<file path="src/rtl/ann_weight_pkg.sv">
// ann_weight_pkg
// Shared constants and types for the neuron weight path.
//   WEIGHT_W            : weight word width (BRAM DO width)
//   WEIGHT_ADDR_W       : weight BRAM address width
//   WEIGHTS_PER_NEURON  : words stored per neuron
//   weight_rd_state_t   : weight reader FSM states
package ann_weight_pkg;

    localparam int WEIGHT_W           = 16;
    localparam int WEIGHT_ADDR_W      = 5;
    localparam int WEIGHTS_PER_NEURON = 28;

    typedef enum logic [1:0] {
        IDLE  = 2'd0,
        RUN   = 2'd1,
        DRAIN = 2'd2
    } weight_rd_state_t;

endpackage

</file>
<file path="src/rtl/weight_rd_fifo2.sv">
// weight_rd_fifo2
// Two-entry synchronous FIFO used as the reader's output skid buffer.
// Ports:
//   i_clk, i_rst_n : clock, async active-low reset
//   i_push, i_data : write side (ignored when full and not popping)
//   i_pop          : read side (ignored when empty)
//   o_data         : head entry (valid when o_count != 0)
//   o_count        : occupancy 0..2
module weight_rd_fifo2 #(
    parameter int W = 16
) (
    input  logic         i_clk,
    input  logic         i_rst_n,
    input  logic         i_push,
    input  logic         i_pop,
    input  logic [W-1:0] i_data,
    output logic [W-1:0] o_data,
    output logic [1:0]   o_count
);

    logic [W-1:0] r_mem [2];
    logic         r_wr_ptr;
    logic         r_rd_ptr;
    logic [1:0]   r_count;
    logic         w_push;
    logic         w_pop;

    assign w_pop  = i_pop && (r_count != 2'd0);
    // A push into a full FIFO is allowed only when the head leaves the same cycle.
    assign w_push = i_push && ((r_count != 2'd2) || w_pop);

    always_ff @(posedge i_clk or negedge i_rst_n) begin
        if (!i_rst_n) begin
            r_mem[0] <= '0;
            r_mem[1] <= '0;
            r_wr_ptr <= 1'b0;
            r_rd_ptr <= 1'b0;
            r_count  <= 2'd0;
        end else begin
            if (w_push) begin
                r_mem[r_wr_ptr] <= i_data;
                r_wr_ptr        <= ~r_wr_ptr;
            end
            if (w_pop) begin
                r_rd_ptr <= ~r_rd_ptr;
            end
            r_count <= r_count + {1'b0, w_push} - {1'b0, w_pop};
        end
    end

    assign o_data  = r_mem[r_rd_ptr];
    assign o_count = r_count;

endmodule

</file>
<file path="src/rtl/weight_bram_reader.sv">
// weight_bram_reader
// Read-side initiator for a negedge-clocked weight BRAM. On START it reads
// DEPTH consecutive words from BASE_ADDR and streams them in address order on
// a valid/ready interface. Never writes the BRAM.
// Optional: define WEIGHT_READER_CHECKSUM_EN to add o_checksum, the modulo
// 2**DATA_W sum of all words handshaked in the current pass.
// Ports:
//   i_clk, i_rst_n      : clock (posedge), async active-low reset
//   i_start             : pass request, honoured when not busy (or on the DONE edge)
//   o_busy, o_done      : pass in progress / one-cycle completion pulse
//   o_bram_addr/en/we   : registered BRAM controls (we tied 0)
//   i_bram_do           : BRAM read data, valid one cycle after issue
//   o_w_data/index/last : stream payload, o_w_valid / i_w_ready handshake
//   o_checksum          : (optional) running sum of handshaked words
module weight_bram_reader
    import ann_weight_pkg::*;
#(
    parameter int DATA_W    = WEIGHT_W,
    parameter int ADDR_W    = WEIGHT_ADDR_W,
    parameter int DEPTH     = WEIGHTS_PER_NEURON,
    parameter int BASE_ADDR = 0
) (
    input  logic              i_clk,
    input  logic              i_rst_n,
    input  logic              i_start,
    output logic              o_busy,
    output logic              o_done,
    output logic [ADDR_W-1:0] o_bram_addr,
    output logic              o_bram_en,
    output logic              o_bram_we,
    input  logic [DATA_W-1:0] i_bram_do,
`ifdef WEIGHT_READER_CHECKSUM_EN
    output logic [DATA_W-1:0] o_checksum,
`endif
    output logic [DATA_W-1:0] o_w_data,
    output logic              o_w_valid,
    input  logic              i_w_ready,
    output logic              o_w_last,
    output logic [ADDR_W-1:0] o_w_index
);

    localparam int CNT_W = (DEPTH < 2) ? 1 : $clog2(DEPTH + 1);
    localparam int EW    = DATA_W + ADDR_W + 1;

    if ((BASE_ADDR + DEPTH - 1) > ((1 << ADDR_W) - 1) || DEPTH < 1) begin : g_range_err
        $error("weight_bram_reader: BASE_ADDR+DEPTH-1 exceeds BRAM address range");
    end

    weight_rd_state_t  r_state, w_state_nxt;
    logic [CNT_W-1:0]  r_issue_cnt, w_issue_cnt_nxt;
    logic [CNT_W-1:0]  w_idx;
    logic              w_accept, w_issue;
    logic              r_busy, w_busy_nxt;
    logic              r_done, w_done_nxt;
    logic              r_bram_en;
    logic [ADDR_W-1:0] r_bram_addr;
    logic              r_inflight;
    logic [ADDR_W-1:0] r_if_idx;
    logic              r_if_last;
    logic [1:0]        w_fifo_cnt;
    logic [EW-1:0]     w_head;
    logic              w_pop, w_last_pop;
    logic [2:0]        w_occ;

    assign o_w_valid  = (w_fifo_cnt != 2'd0);
    assign w_pop      = o_w_valid && i_w_ready;
    assign w_last_pop = w_pop && o_w_last;
    // Words already owed to the buffer after this edge; issue only if room for one more.
    assign w_occ      = {1'b0, w_fifo_cnt} + {2'b0, r_inflight} - {2'b0, w_pop};

    always_ff @(posedge i_clk or negedge i_rst_n) begin
        if (!i_rst_n) r_state <= IDLE;
        else          r_state <= w_state_nxt;
    end

    always_comb begin
        w_state_nxt     = r_state;
        w_accept        = 1'b0;
        w_issue         = 1'b0;
        w_idx           = r_issue_cnt;
        w_issue_cnt_nxt = r_issue_cnt;
        w_busy_nxt      = r_busy;
        w_done_nxt      = 1'b0;
        case (r_state)
            IDLE: begin
                if (i_start) w_accept = 1'b1;
            end
            RUN: begin
                if (w_occ < 3'd2) w_issue = 1'b1;
            end
            DRAIN: begin
                if (w_last_pop) begin
                    w_state_nxt = IDLE;
                    w_busy_nxt  = 1'b0;
                    w_done_nxt  = 1'b1;
                    // A START on the completing edge chains straight into a new pass.
                    if (i_start) w_accept = 1'b1;
                end
            end
            default: w_state_nxt = IDLE;
        endcase
        if (w_accept) begin
            w_issue     = 1'b1;
            w_idx       = '0;
            w_busy_nxt  = 1'b1;
            w_state_nxt = RUN;
        end
        if (w_issue) begin
            w_issue_cnt_nxt = w_idx + 1'b1;
            if (w_idx == CNT_W'(DEPTH - 1)) w_state_nxt = DRAIN;
        end
    end

    always_ff @(posedge i_clk or negedge i_rst_n) begin
        if (!i_rst_n) begin
            r_issue_cnt <= '0;
            r_busy      <= 1'b0;
            r_done      <= 1'b0;
            r_bram_en   <= 1'b0;
            r_bram_addr <= '0;
            r_inflight  <= 1'b0;
            r_if_idx    <= '0;
            r_if_last   <= 1'b0;
        end else begin
            r_issue_cnt <= w_issue_cnt_nxt;
            r_busy      <= w_busy_nxt;
            r_done      <= w_done_nxt;
            r_bram_en   <= w_issue;
            r_inflight  <= w_issue;
            if (w_issue) begin
                r_bram_addr <= ADDR_W'(BASE_ADDR) + ADDR_W'(w_idx);
                r_if_idx    <= ADDR_W'(w_idx);
                r_if_last   <= (w_idx == CNT_W'(DEPTH - 1));
            end
        end
    end

    // Read data from the previous issue is captured into the buffer with its tag.
    weight_rd_fifo2 #(.W(EW)) u_fifo (
        .i_clk   (i_clk),
        .i_rst_n (i_rst_n),
        .i_push  (r_inflight),
        .i_pop   (w_pop),
        .i_data  ({i_bram_do, r_if_idx, r_if_last}),
        .o_data  (w_head),
        .o_count (w_fifo_cnt)
    );

    assign {o_w_data, o_w_index, o_w_last} = w_head;

    assign o_busy      = r_busy;
    assign o_done      = r_done;
    assign o_bram_en   = r_bram_en;
    assign o_bram_addr = r_bram_addr;
    assign o_bram_we   = 1'b0;

`ifdef WEIGHT_READER_CHECKSUM_EN
    logic [DATA_W-1:0] r_checksum;

    always_ff @(posedge i_clk or negedge i_rst_n) begin
        if (!i_rst_n)    r_checksum <= '0;
        else if (w_accept) r_checksum <= '0;
        else if (w_pop)  r_checksum <= r_checksum + o_w_data;
    end

    assign o_checksum = r_checksum;
`endif

endmodule

</file>
<file path="config.mk">
export PLATFORM = sky130hd
export DESIGN_NAME = weight_bram_reader
export DESIGN_NICKNAME = d
export VERILOG_FILES = /design/src/rtl/ann_weight_pkg.sv /design/src/rtl/weight_rd_fifo2.sv /design/src/rtl/weight_bram_reader.sv
export SDC_FILE = /design/constraint.sdc
export NUM_CORES = 1
export LEC_CHECK = 0
export ABC_AREA = 1
export CORE_ASPECT_RATIO = 0.5
export CORE_UTILIZATION = 50
export DETAILED_ROUTE_END_ITERATION = 10
export GPL_TIMING_DRIVEN = 0
export HOLD_SLACK_MARGIN = 0.08
export PLACE_DENSITY = 0.75
export SYNTH_ARGS = -nofsm -noshare
export SYNTH_HDL_FRONTEND = slang
export SYNTH_HIERARCHICAL = 1
export SYNTH_SLANG_ARGS = --single-unit
</file>
<file path="constraint.sdc">
create_clock -name i_clk -period 2.84 [get_ports i_clk]
set_input_delay 0.568 -clock i_clk [delete_from_list [all_inputs] [get_ports i_clk]]
set_output_delay 0.568 -clock i_clk [all_outputs]
set_load 0.03 [all_outputs]
</file>
After elaboration in Yosys (flattened, before gate mapping)
Index checks and enable logic that the tools add are counted.

Output and inout bits: 32. Register bits: 64.

$lt $le $gt $ge: 4. Reduce and logical (&&, ||, !) cells: 12. Eq/ne operators: 4. Add/sub/neg operators: 5. Bitwise logic cells: 4. Multiplexer cells: 23.

Operators by type and width (count): 22-bit two-way mux (4); 44-bit bitwise mux (1); 22-bit demux with 1-bit select (1); 1-bit two-way mux (10); 2-bit two-way mux (4); 2-bit nonzero test (3); 5-bit by 1-bit adder with 5-bit output, second input constant (1); 5-bit equality test, second input constant (1); 1-bit logical AND (5); 5-bit two-way mux (1); 2-bit greater-or-equal comparator, second input constant (2); 1-bit inverter with 2-bit output (2); 2-bit case mux with 2 select lines (1); 2-bit by 1-bit adder with 3-bit output (1); 3-bit by 2-bit less-than comparator with 1-bit output, second input constant (1); 3-bit by 1-bit subtractor with 3-bit output (1); 2-bit by 1-bit adder with 2-bit output (1); 2-bit by 1-bit equality test with 1-bit output, second input constant (1); 2-bit equality test, second input constant (1); 2-bit zero test (1); 2-bit by 1-bit less-than comparator with 1-bit output, second input constant (1); 2-bit inequality test, second input constant (1); 1-bit inverter (2); 1-bit case mux with 2 select lines (1); other kinds (4) (4).

Logic depth before layout (Yosys ltp)
Gate-level depths: netlist of the first run.

Word-level depth: 11. Gate-level depth with buffers: 14. Gate-level depth less buffers: 13.

By module
Netlist of the first run, hierarchy kept.

By module, submodules not included: weight_rd_fifo2 (cells each 291, times used 1, area an instance 2318.5 µm²); weight_bram_reader (cells each 96, times used 1, area an instance 869.6 µm²).

Least setup slack after synthesis of the first run
No wires, ideal clock.

Path type: input -> register. Start point: in i_w_ready. End point: reg r_issue_cnt[4]. Path slack: 681 ps. Setup time: 120 ps. Arrival time: 2039 ps. Stages: 10. Path through: o21a_1 ha_1 inv_1 nand2_1 fa_1 nand4_2 nand2_4 inv_2 o21bai_2 nand2_1.

Cells in the longest elaborated chain, start to end: 6. Elaborated cells between the ends (all ways): 11. Those cells by class: add/sub: 2; order compare: 1; mux: 6; reduce/logical: 2.

Ends and longest elaborated chain: start: declaration (line weight_bram_reader.sv:37) `input logic i_w_ready,`; 1-bit logical AND * (line weight_bram_reader.sv:66) `assign w_pop = o_w_valid && i_w_ready;`; 3-bit by 1-bit subtractor with 3-bit output (line weight_bram_reader.sv:69) `assign w_occ = {1'b0, w_fifo_cnt} + {2'b0, r_inflight} - {2'b0, w_pop};`; 3-bit by 2-bit less-than comparator with 1-bit output (line weight_bram_reader.sv:89) `if (w_occ < 3'd2) w_issue = 1'b1;`; 1-bit two-way mux (line weight_bram_reader.sv:89); 1-bit two-way mux (line weight_bram_reader.sv:84) `case (r_state)`; 1-bit two-way mux * (line weight_bram_reader.sv:102) `if (w_accept) begin`; net w_issue (line weight_bram_reader.sv:52) `logic w_accept, w_issue;`; end signal: assignment (line weight_bram_reader.sv:125) `r_issue_cnt <= w_issue_cnt_nxt;`; end: declaration (line weight_bram_reader.sv:50) `logic [CNT_W-1:0] r_issue_cnt, w_issue_cnt_nxt;`.

Mark *: on every way through the listed nets, which the timed path passes. The rest lies on a longest branch. A chain may end at the register's enable or synchronous reset.

Worst setup path in the final report of the first run
Start point: reg u_fifo.r_rd_ptr. End point: out o_w_index[0].

Cells in the longest elaborated chain, start to end: 4.

Ends and longest elaborated chain: start: declaration (line weight_rd_fifo2.sv:23) `logic r_rd_ptr;`; start signal: assignment (line weight_rd_fifo2.sv:45) `r_rd_ptr <= ~r_rd_ptr;`; 1-bit inverter with 2-bit output (implied by the code) (line weight_rd_fifo2.sv:51) `assign o_data = r_mem[r_rd_ptr];`; 22-bit two-way mux (implied by the code) (3 in a row) (line weight_rd_fifo2.sv:51); end: declaration (line weight_bram_reader.sv:39) `output logic [ADDR_W-1:0] o_w_index`.

No other way between the ends. The select of a mux whose other input is x is not followed.

==> impl_metrics.toml, run 1 <==
[timing]
timing.slew.headroom = 0.639
whs_ns = 0.223
fin_skew_ns = 0.00489
grt_setup_unrepaired = "no"
hold_viol = 0
fin_tns_setup_ns = 0
tightestPinTransition_ns = 0.542
finalSetupViolCount = 0
final_max_slew_viol_count = 0
fin_crit_ns = 2.65
period_share = 0.934
clock.fmax_mhz = 377

[global_routing]
grtUsageTotal = 0.252
grt_pass1_vias = 2706
grt_overflow = 0
grt_antenna_before_repair = 0
grt_pass1_wl_um = 12700
grt_max_degree = 43

[synthesis]
ys_seq_area_frac = 0.502
synth_flop_cell = "dfrtp_1"
syn_nets = 412
yosys_warnings = 6
async_reset_ff_frac = 1.00
syn_inst = 387
synth_seq_cells = 64
synth.avg_cell_area_sq_um = 8.24
synth_cell_types = 27
synth_edf_count = 0
netlist_area_sq_um = 3190

[die]
dieArea_sq_um = 6720
rows = 20
ioPinCount = 52
core_sq_um = 6110
initial_core_util = 0.522
die_w_um = 115
die_h_um = 58.5

[cts]
cts_tree = "yes"
clock_path_buffers = 2
clock_sink_count = 64
cts_made_buffers = 9
root_buffer = "clkbuf_16"
insertion_delay_ns = 0.33
htree_levels = 3
clk_pin_slew_ns = 0.05

[power]
swShare = 0.446
switching_power_w = 0.00234
clkPwrFrac = 0.196
power_frac_comb = 0.509
seq_power_share = 0.295
totalPowerFinal_w = 0.00525
powerDensity_nw_per_um2 = 1280
p_int_w = 0.00291
p_leak_nw = 2.12
ir_drop_uv = 500

[place]
hpwl_um = 5180
io_buffers = 50
place_area_sq_um = 3810
gp_congestion = 0.845
dp.cells = 526

[cells_and_area]
stdcell_area_sq_um = 4100
fin_cells = 542
multiInputGateArea_sq_um = 1350
fillers = 515
syn2layout_area_growth_pct = 28.6
layout.area.seq_sq_um = 1600
drive_gt1_frac = 0.126
antenna_cells = 0
final_net_count = 474

[critical_path]
critical_path_arrival_ns = 2.08
critPathLaunchType = "flip-flop"
crit_path_end_kind = "output pin"
crit_type = "reg2out"
timing.critical_path.from = "u_fifo/r_rd_ptr"
rr_startpoint = "u_fifo/o_count[1]"
required_ns = 2.27
cp_max_fo = 10

[drt]
remaining_drc_errors = 0
firstDrtPassIters = 5
drtIter0Drc = 203
vias = 2819
viasPerCell = 5.20
wl_um = 7670
ant_nets = 0
wl_per_cell_um = 14.2

[outcome]
status = "complete, no violations"

[run]
maxCapViolCount = 0

[worst_hold_path]
min_path_type = "in2async"
## critical path, cell delays in order, from the launching register on
cell             delay [ns]
dfrtp_1                0.43
clkbuf_1               0.41
nand2_1                0.13
nand2_1                0.12
clkdlybuf4s50_1        0.67
## synth_stat cells (4+ instances only)
cell type  count  share of area
nand4_1       46          0.090
inv_2          4         0.0047
nor2_1         9          0.011
nand2_4        5          0.018
nand2_1      181           0.21
dfrtp_1       64           0.50
nand3_1        4         0.0063
ha_1           4          0.016
o21ai_0        4         0.0063
buf_2         14          0.022
clkbuf_1       5         0.0059
inv_1         20          0.024
## placed cells by master (no fill, tap or decap), drive strengths merged
| cell type | instances |
|---|---|
| inv | 24 |
| nand2 | 188 |
| xnor2 | 2 |
| nand3 | 9 |
| xor2 | 1 |
| buf | 22 |
| o21bai | 1 |
| fa | 1 |
| nand4 | 48 |
| clkbuf | 18 |
| ha | 4 |
| o21a | 2 |
| o22ai | 1 |
| clkinv | 3 |
| dfrtp | 64 |
| conb | 1 |
| nor2 | 9 |
| o21ai | 7 |
| clkdlybuf4s50 | 49 |
## area by class of cell
type / count / share of cell area
Sequential cell: 64 / 0.391
Multi-Input combinational cell: 274 / 0.329
Timing Repair Buffer: 51 / 0.126
Clock buffer: 13 / 0.0659
Buffer: 25 / 0.0366
Tap cell: 88 / 0.0269
Inverter: 24 / 0.0220
Clock inverter: 3 / 0.00366
## power by group through the flow
stage / Clock [W] / Sequential, W / Combinational, W
after global placement: 0 / 0.00153 / 0.00259
final: 0.00103 / 0.00155 / 0.00267
after CTS: 0.00105 / 0.00155 / 0.00267
after detailed placement: 0 / 0.00155 / 0.00266
after global routing: 0.00109 / 0.00159 / 0.00292
after floorplan: 0 / 0.00156 / 0.00174
## per-layer routing
layer  wire length (um)  global-route usage  part of all wire
met5                  0                   0                 0
met4                 91              0.0946             0.012
met3                358              0.0587             0.047
met2               3810               0.425              0.50
met1               3420               0.323              0.45
## state kept, by name, summed over array words and instances (netlist names)
signal,count
u_fifo/r_mem,44
r_inflight,1
o_busy,1
u_fifo/r_wr_ptr,1
u_fifo/r_rd_ptr,1
r_if_idx,5
o_done,1
r_if_last,1
r_state,2
r_issue_cnt,5
u_fifo/o_count,2
## worst paths after layout
check	end	slack [ns]	cells past startpoint
worst min register to register	u_fifo/r_mem[12]	0.47	2
max in group asynchronous	u_fifo/r_mem[20]	2.01	2
min in group i_clk	u_fifo/r_mem[12]	0.47	2
worst min-delay path	o_busy	0.22	1
worst max-delay path	o_w_index[0]	0.19	4
worst max register to register	r_issue_cnt[4]	0.45	10
## per-stage QoR
stage                     utilization  worst slack (ns)
final                           0.672             0.188
after global routing            0.672            0.0633
after CTS                       0.671            0.0172
after detailed placement        0.625           -0.0324
after global placement          0.622            -0.780
after floorplan                     -             0.681
## repair_timing
| item | in CTS | in global routing |
|---|---|---|
| hold buffers | 0 | 0 |
| buffers inserted | 0 | 0 |
| setup endpoints to repair | 0 | 10 |
| gates resized for setup | 0 | 2 |
## cells by family after synthesis
logic type	after synthesis	share of synthesized area
simple gates	254	0.370
flops	64	0.502
buf+inv	49	0.0750
compound gates	11	0.0212
fa+ha+maj	5	0.0220
xor+xnor	3	0.00824
other cells	1	0.00118
Power figures use the tool's default switching activity.
==> run 2, diff against run 1 <==
--- a/config.mk
+++ b/config.mk
@@ -11,7 +11,7 @@
 export DETAILED_ROUTE_END_ITERATION = 10
 export GPL_TIMING_DRIVEN = 0
 export HOLD_SLACK_MARGIN = 0.08
-export PLACE_DENSITY = 0.75
+export PLACE_DENSITY = 0.74
 export SYNTH_ARGS = -nofsm -noshare
 export SYNTH_HDL_FRONTEND = slang
 export SYNTH_HIERARCHICAL = 1
==> run 2 against run 1 <==
Die area stayed put. Sequential cell count is the same. Maximum frequency up 1.6%. Largest power group unchanged.
==> impl_metrics.toml, run 2 (synthesis gave the netlist of run 1 again) <==
[critical_path]
reg2reg_to = "r_state[0]"
critPathLaunchType = "flip-flop"
timing.critical_path.from = "u_fifo/r_rd_ptr"
critical_path_arrival_ns = 2.04
r2r_cells = 10
rr_startpoint = "u_fifo/o_count[1]"
crit_type = "reg2out"
crit_path_end_kind = "output pin"
required_ns = 2.27
cp_max_fo = 10
regToRegSetupSlack_ns = 0.47

[power]
ir_drop_uv = 684
swShare = 0.438
powerDensity_nw_per_um2 = 1290
p_leak_nw = 2.13
seq_power_share = 0.291
switching_power_w = 0.00234
clkPwrFrac = 0.210
power_frac_comb = 0.499
p_int_w = 0.00300

[timing]
clock.fmax_mhz = 383
timing.slew.headroom = 0.507
fin_crit_ns = 2.61
finalSetupViolCount = 0
tightestPinTransition_ns = 0.739
grt_setup_unrepaired = "no"
final_max_slew_viol_count = 0
whs_ns = 0.300
hold_viol = 0
fin_skew_ns = 0.00463
period_share = 0.919

[drt]
wl_per_cell_um = 14.1
ant_nets = 0
viasPerCell = 5.24
firstDrtPassIters = 5
wl_um = 7620
remaining_drc_errors = 0
drtIter0Drc = 190
vias = 2834

[cts]
holdBufCountCts = 0
clk_pin_slew_ns = 0.05
insertion_delay_ns = 0.33
cts_tree = "yes"
postCtsSetupRepairBufs = 0
root_buffer = "clkbuf_16"
clock_sink_count = 64
clock_path_buffers = 2
ctsResizeCount = 0
cts_made_buffers = 9
htree_levels = 3

[cells_and_area]
multiInputGateArea_sq_um = 1350
drive_gt1_frac = 0.126
syn2layout_area_growth_pct = 29.3
layout_common_cells = "nand2_1 (181), dfrtp_1 (64), clkdlybuf4s50_1 (49), nand4_1 (46), inv_1 (20)"
regMostFlops = "u_fifo/r_mem"
reg.largest.list = "u_fifo/r_mem x44, r_if_idx x5, r_issue_cnt x5"
layout.area.seq_sq_um = 1600
final_net_count = 474
stdcell_area_sq_um = 4120
largest_register_ffs = 44
fillers = 508
final_common_cell = "nand2_1"
antenna_cells = 0

[die]
dieArea_sq_um = 6720
initial_core_util = 0.522
die_h_um = 58.5
rows = 20
die_w_um = 115
core_sq_um = 6110
ioPinCount = 52

[global_routing]
grtUsageTotal = 0.259
grt_pass1_vias = 2852
grt_pass1_wl_um = 13100
grt_overflow = 0
grt_antenna_before_repair = 0
grt_max_degree = 35

[outcome]
status = "complete, no violations"

[run]
maxCapViolCount = 0

[place]
gp_congestion = 0.826
place_area_sq_um = 3810
io_buffers = 50
hpwl_um = 5220

[worst_hold_path]
min_path_type = "in2async"
-- run 2: area by class of cell --
| class | count | area share |
|---|---|---|
| buffer | 25 | 0.0364 |
| clock buffer | 12 | 0.0647 |
| clock inverter | 3 | 0.00971 |
| inverter | 24 | 0.0219 |
| multi-input combinational | 274 | 0.327 |
| sequential | 64 | 0.389 |
| tap | 88 | 0.0267 |
| timing repair buffer | 51 | 0.125 |
-- run 2: layer usage --
layer	vias to the layer above	global-route usage	wire length [um]
li1	1375	-	-
met1	1378	0.323	3410
met2	75	0.437	3730
met3	6	0.0742	421
met4	0	0.0983	63
met5	-	0	0
-- run 2: worst max-delay path by stage --
stage                                   to  slack (ns)  depth (start not counted)
final                          o_w_data[1]        0.23                          4
after global routing           o_w_data[0]        0.09                          4
after CTS                      o_w_data[2]        0.08                          5
after detailed placement        r_state[0]       -0.06                         11
after global placement    u_fifo/r_mem[40]       -0.79                          1
after floorplan             r_issue_cnt[4]        0.68                         10
-- run 2: worst max-delay path, stage by stage (launching register included) --
cell,delay [ns]
dfrtp_1,0.42
clkbuf_1,0.41
nand2_1,0.12
nand2_1,0.09
clkdlybuf4s50_1,0.67
-- run 2: metrics by stage --
step                worst slack, ns  utilization  setup TNS, ns  std cells  total power [W]
global route                 0.0851        0.675              0        541          0.00573
global placement             -0.787        0.622         -50.22        525          0.00412
detailed placement          -0.0578        0.625        -0.0991        526          0.00421
CTS                          0.0778        0.675              0        541          0.00535
floorplan                     0.681            -              0        387          0.00329
finish                        0.229        0.675              0        541          0.00533
-- run 2: power by group through the flow --
stage / clock network, W / registers [W] / logic (W)
floorplan: 0 / 0.00156 / 0.00174
global placement: 0 / 0.00153 / 0.00258
detailed placement: 0 / 0.00156 / 0.00265
CTS: 0.00114 / 0.00155 / 0.00267
global route: 0.00118 / 0.00160 / 0.00295
finish: 0.00112 / 0.00155 / 0.00266
